### src/rtl/countdown_arbiter_ctrl_pkg.sv
// rtl/countdown_arbiter_ctrl_pkg.sv - shared state encoding for the countdown arbiter controller
package countdown_arbiter_ctrl_pkg;

    typedef enum logic [1:0] {
        ST_IDLE  = 2'd0,
        ST_LOAD  = 2'd1,
        ST_COUNT = 2'd2,
        ST_DONE  = 2'd3
    } state_t;

endpackage

### src/rtl/countdown_arbiter_ctrl_rr_arbiter.sv
// rtl/countdown_arbiter_ctrl_rr_arbiter.sv - combinational round-robin pick starting at ptr
module countdown_arbiter_ctrl_rr_arbiter #(
    parameter int NREQ = 4,
    parameter int IW   = $clog2(NREQ)
) (
    input  logic [NREQ-1:0] req_i,
    input  logic [IW-1:0]   ptr_i,
    output logic            valid_o,
    output logic [NREQ-1:0] onehot_o,
    output logic [IW-1:0]   idx_o
);

    logic          found;
    logic [IW-1:0] cand;

    // Visit requesters in order ptr, ptr+1, ... wrapping mod NREQ; first hit wins.
    always_comb begin
        found    = 1'b0;
        onehot_o = '0;
        idx_o    = '0;
        cand     = '0;
        for (int k = 0; k < NREQ; k++) begin
            cand = IW'((int'(ptr_i) + k) % NREQ);
            if (!found && req_i[cand]) begin
                found          = 1'b1;
                idx_o          = cand;
                onehot_o[cand] = 1'b1;
            end
        end
        valid_o = found;
    end

endmodule

### src/rtl/countdown_arbiter_ctrl.sv
// rtl/countdown_arbiter_ctrl.sv - round-robin sharing of one external down-counter among NREQ timer clients
module countdown_arbiter_ctrl
    import countdown_arbiter_ctrl_pkg::*;
#(
    parameter int NREQ     = 4,
    parameter int WIDTH    = 4,
    parameter int PRESCALE = 1
) (
    input  logic                  clk,
    input  logic                  rst_n,
    input  logic [NREQ-1:0]       req,
    input  logic [NREQ*WIDTH-1:0] delay,
    output logic [NREQ-1:0]       gnt,
    output logic [NREQ-1:0]       done,
    output logic                  busy,
    output logic [WIDTH-1:0]      cnt_in,
    output logic                  cnt_latch,
    output logic                  cnt_dec,
    input  logic                  cnt_zero
);

    localparam int IW = $clog2(NREQ);
    localparam int PW = $clog2(PRESCALE) + 1;
    localparam logic [PW-1:0] PRESC_LAST = PW'(PRESCALE - 1);
    localparam logic [IW-1:0] LAST_IDX   = IW'(NREQ - 1);

    state_t           state_q, state_d;
    logic [NREQ-1:0]  gnt_q, gnt_d;
    logic [WIDTH-1:0] cnt_in_q, cnt_in_d;
    logic [IW-1:0]    idx_q, idx_d;
    logic [IW-1:0]    rr_ptr_q, rr_ptr_d;
    logic [PW-1:0]    presc_q, presc_d;

    logic             arb_valid;
    logic [NREQ-1:0]  arb_onehot;
    logic [IW-1:0]    arb_idx;
    logic [WIDTH-1:0] sel_delay;

    countdown_arbiter_ctrl_rr_arbiter #(
        .NREQ (NREQ),
        .IW   (IW)
    ) u_arb (
        .req_i    (req),
        .ptr_i    (rr_ptr_q),
        .valid_o  (arb_valid),
        .onehot_o (arb_onehot),
        .idx_o    (arb_idx)
    );

    always_comb begin
        sel_delay = '0;
        for (int i = 0; i < NREQ; i++) begin
            if (arb_onehot[i]) begin
                sel_delay = delay[i*WIDTH +: WIDTH];
            end
        end
    end

    always_comb begin
        state_d  = state_q;
        gnt_d    = gnt_q;
        cnt_in_d = cnt_in_q;
        idx_d    = idx_q;
        rr_ptr_d = rr_ptr_q;
        presc_d  = presc_q;
        case (state_q)
            ST_IDLE: begin
                if (arb_valid) begin
                    gnt_d    = arb_onehot;
                    cnt_in_d = sel_delay;
                    idx_d    = arb_idx;
                    state_d  = ST_LOAD;
                end
            end
            ST_LOAD: begin
                presc_d = '0;
                state_d = ST_COUNT;
            end
            ST_COUNT: begin
                // The zero flag is trusted only after LOAD, so it is the sole exit condition.
                if (cnt_zero) begin
                    state_d = ST_DONE;
                end else if (presc_q == PRESC_LAST) begin
                    presc_d = '0;
                end else begin
                    presc_d = presc_q + 1'b1;
                end
            end
            ST_DONE: begin
                gnt_d    = '0;
                rr_ptr_d = (idx_q == LAST_IDX) ? '0 : idx_q + 1'b1;
                state_d  = ST_IDLE;
            end
            default: state_d = ST_IDLE;
        endcase
    end

    always_ff @(posedge clk or negedge rst_n) begin
        if (!rst_n) begin
            state_q  <= ST_IDLE;
            gnt_q    <= '0;
            cnt_in_q <= '0;
            idx_q    <= '0;
            rr_ptr_q <= '0;
            presc_q  <= '0;
        end else begin
            state_q  <= state_d;
            gnt_q    <= gnt_d;
            cnt_in_q <= cnt_in_d;
            idx_q    <= idx_d;
            rr_ptr_q <= rr_ptr_d;
            presc_q  <= presc_d;
        end
    end

    assign gnt       = gnt_q;
    assign done      = (state_q == ST_DONE) ? gnt_q : '0;
    assign busy      = (state_q != ST_IDLE);
    assign cnt_in    = cnt_in_q;
    assign cnt_latch = (state_q == ST_LOAD);
    assign cnt_dec   = (state_q == ST_COUNT) && !cnt_zero && (presc_q == PRESC_LAST);

endmodule

### config.mk
export PLATFORM = sky130hd
export DESIGN_NAME = countdown_arbiter_ctrl
export DESIGN_NICKNAME = d
export VERILOG_FILES = /design/src/rtl/countdown_arbiter_ctrl_pkg.sv /design/src/rtl/countdown_arbiter_ctrl_rr_arbiter.sv /design/src/rtl/countdown_arbiter_ctrl.sv
export SDC_FILE = /design/constraint.sdc
export NUM_CORES = 1
export LEC_CHECK = 0
export BUFFER_PORTS_ARGS = -buffer_cell sky130_fd_sc_hd__buf_2
export CAP_MARGIN = 5
export CORE_ASPECT_RATIO = 1.5
export CORE_UTILIZATION = 29
export DETAILED_ROUTE_END_ITERATION = 8
export PLACE_DENSITY = 0.48
export SYNTH_ARGS = -nofsm -noshare
export SYNTH_HDL_FRONTEND = slang
export SYNTH_SLANG_ARGS = --single-unit
### constraint.sdc
create_clock -name clk -period 8.6 [get_ports clk]
set_clock_uncertainty 0.1 [all_clocks]
set_input_delay 0.43 -clock clk [delete_from_list [all_inputs] [get_ports clk]]
set_output_delay 0.43 -clock clk [all_outputs]
set_load 0.02 [all_outputs]
==> impl_metrics.py <==
metrics = {
    "pwr": {
        "power_frac_comb_pct": 67.1,
        "p_sw_w": 0.0003022,
        "power_density_nw_per_um2": 365.2,
        "internal_power_w": 0.0002932,
        "leakagePower_nw": 0.7370,
        "p_sw_share_pct": 50.75,
        "p_seq_share_pct": 22.2,
        "power_frac_clock_pct": 10.7,
        "vdd_drop_max_v": 0.0001661,
    },
    "clock_tree": {
        "cts_buffers": 3,
        "cts.path.max_buffers": 2,
        "clock_sinks": 14,
        "clk_pin_slew_ps": 60,
        "post-cts-setup-buffers": 0,
        "htree_levels": 1,
        "clockRootBuffer": "clkbuf_8",
        "cts_tree": "built",
        "clock_latency_ps": 240,
    },
    "floorplan": {
        "num_rows": 30,
        "start_util_pct": 29.86,
        "die_w_um": 57.61,
        "coreArea_um2": 4504,
        "dieArea_um2": 4920,
        "dieHeight_um": 85.41,
        "io_pins": 38,
    },
    "synthesis": {
        "yosysWarnings": 0,
        "yosysUniqueCellTypes": 47,
        "synth-seq-area-share_pct": 26.05,
        "synthCells": 144,
        "syn-num-nets": 180,
        "yosys_register_bits": 14,
        "synthFlopType": "dfrtp_1",
        "syn-mean-instance-area_um2": 9.341,
        "async_flop_share_pct": 100.0,
        "synth_area_um2": 1345,
        "synth_edf_count": 0,
    },
    "sta": {
        "setup_viol": 0,
        "drv_slew": 0,
        "tightestPinTransition_ps": 570.6,
        "tns_ps": 0,
        "hold_viol_final": 0,
        "finalCritPeriodShare_pct": 39.75,
        "fin_crit_ps": 3419,
        "rsz0062_at_grt": "false",
        "max_slew_margin_pct": 61.96,
        "fmax_mhz": 292.5,
        "worst_slack_ps": 5181,
    },
    "setup_path": {
        "path_max_fanout": 18,
        "critical_path_class": "register to register",
        "cp.arrival_ps": 3430,
        "rr_startpoint": "rr_ptr_q[0]",
        "crit_family": "flip-flops",
        "timing.rr.end": "cnt_in[0]",
        "reg2reg_setup_slack_ps": 5180,
        "crit_chain": "inv_1, ha_1, mux4_2, nand2_1, o21ai_0, a221oi_2, nor4b_4, a211oi_1",
        "slowest_delay_ps": 700,
        "critPathRequiredTime_ps": 8610,
        "crit_path_start_kind": "register",
        "r2r_cells": 8,
        "slowest_stage": "dfrtp_1",
        "path_buf_inv": 1,
        "crit_start": "rr_ptr_q[0]",
        "endpoint_kind": "register",
    },
    "grt": {
        "antenna_found_initial": 0,
        "grt_max_degree": 19,
        "grtUsageTotal_pct": 15.04,
        "grt_pass1_vias": 1239,
        "grt_overflow": 0,
        "grt_pass1_wl_mm": 5.865,
    },
    "status": {
        "status": "complete, but fails checks",
        "violations": "DRC",
    },
    "min_path": {
        "holdCritPathClass": "register to register",
        "min_to": "idx_q[1]",
        "hp-start": "idx_q[1]",
        "min_path_cells": 2,
    },
    "route": {
        "first_iter_violations": 64,
        "wire_per_inst_um": 15.45,
        "firstDrtPassIters": 6,
        "vias": 1247,
        "routed_wl_mm": 3.539,
        "drc": 1,
        "antenna_left": 0,
        "viasPerCell": 5.445,
    },
    "place": {
        "gp_congestion": 0.8024,
        "hpwl_mm": 2.797,
        "dp_slack_ps": 5205,
        "place.port_buffers": 37,
    },
    "run": {
        "cap_violations": 0,
    },
    "layout": {
        "diodes": 0,
        "layout_common_cells": "buf_2 (37), nor2_1 (15), dfrtp_1 (14)",
        "layout_commonest_cell": "buf_2",
        "area_delta_synth_final_pct": 21.21,
        "drive_gt1_share_pct": 30.94,
        "fin_nets": 218,
    },
}
## sequential cells by signal, summed over array words and instances (netlist names)
register and count:
cnt_in 4, rr_ptr_q 2, state_q 2, gnt 4
idx_q 2
## final cells by class
class	count	area, µm²
Clock buffer	4	55.05
Timing Repair Buffer	39	202.7
Fill cell	486	2874
Multi-Input combinational cell	114	924.6
Tap cell	48	60.06
Sequential cell	14	350.3
Inverter	10	37.54
## what timing repair did
item | 4_1_cts | 5_1_grt
hold buffers | 1 | 0
setup endpoints to repair | 0 | 0
hold endpoints to repair | 14 | 0
resized for setup | 0 | 0
## worst register-to-register path, cell delays in order, from the launching register on
cell and delay [ps]:
dfrtp_1 700, inv_1 220, ha_1 530, mux4_2 650, nand2_1 110, o21ai_0 90
a221oi_2 400, nor4b_4 370, a211oi_1 120
## power groups by stage
stage / sequential [W] / clock (W) / combinational (W)
6_report: 0.000132 / 0.0000635 / 0.000400
5_1_grt: 0.000138 / 0.0000695 / 0.000446
4_1_cts: 0.000133 / 0.0000659 / 0.000404
3_5_place_dp: 0.000134 / 0 / 0.000401
3_3_place_gp: 0.000132 / 0 / 0.000396
2_1_floorplan: 0.000142 / 0 / 0.000298
## cell families after synthesis
logic type | after synthesis | share of synthesized area [%]
multiplexers | 4 | 5.767
AND/OR/NAND/NOR | 48 | 20.10
flip-flops | 14 | 26.05
AO/OA/AOI/OAI | 49 | 30.32
buffers and inverters | 16 | 5.673
adder cells (fa/ha/maj) | 13 | 12.09
## how the worst max path moves through the flow
stage                           end  slack, ps  cells past startpoint
after floorplan           cnt_in[0]       5650                      9
final                     cnt_in[0]       5180                      8
after CTS                 cnt_in[0]       5190                      8
after global routing      cnt_in[0]       4940                      8
after detailed placement  cnt_in[0]       5200                      8
after global placement    cnt_in[2]       5320                      8
## metal layers
layer | share of wire (%) | track usage (%) | vias up
met5 | 0 | 0 | -
met4 | 1.4 | 4.878 | 0
met3 | 2.2 | 1.220 | 4
met2 | 54 | 27.38 | 21
met1 | 42 | 18.19 | 601
li1 | - | - | 621
## per-stage QoR
stage | instance area [µm²] | util (%) | total power (W) | std cells | hold slack (ps)
finish | 1630 | 36.19 | 0.0005954 | 229 | 405.6
global route | 1630 | 36.19 | 0.0006527 | 229 | 424.8
CTS | 1630 | 36.19 | 0.0006027 | 229 | 409.0
detailed placement | 1565 | 34.75 | 0.0005353 | 224 | 252.3
global placement | 1565 | 34.75 | 0.0005281 | 224 | 250.3
floorplan | 1345 | - | 0.0004409 | 144 | 34.41
## synth_stat cells, types with 2 or more instances
master / n / share of area [%]
clkbuf_1: 3 / 0.84
o21ai_0: 7 / 2.6
nor2_1: 15 / 4.2
nor4_1: 5 / 2.3
a22oi_1: 2 / 1.1
buf_6: 2 / 1.7
a221oi_2: 2 / 2.2
inv_1: 9 / 2.5
a22o_1: 2 / 1.3
a211oi_1: 6 / 3.3
nand2_1: 10 / 2.8
o31ai_1: 2 / 1.1
o2bb2ai_1: 4 / 2.6
dfrtp_1: 14 / 26
and2_1: 6 / 2.8
ha_1: 13 / 12
mux4_2: 3 / 5.0
a21boi_0: 7 / 3.9
a31oi_1: 4 / 1.9
Power figures use the tool's default switching activity.
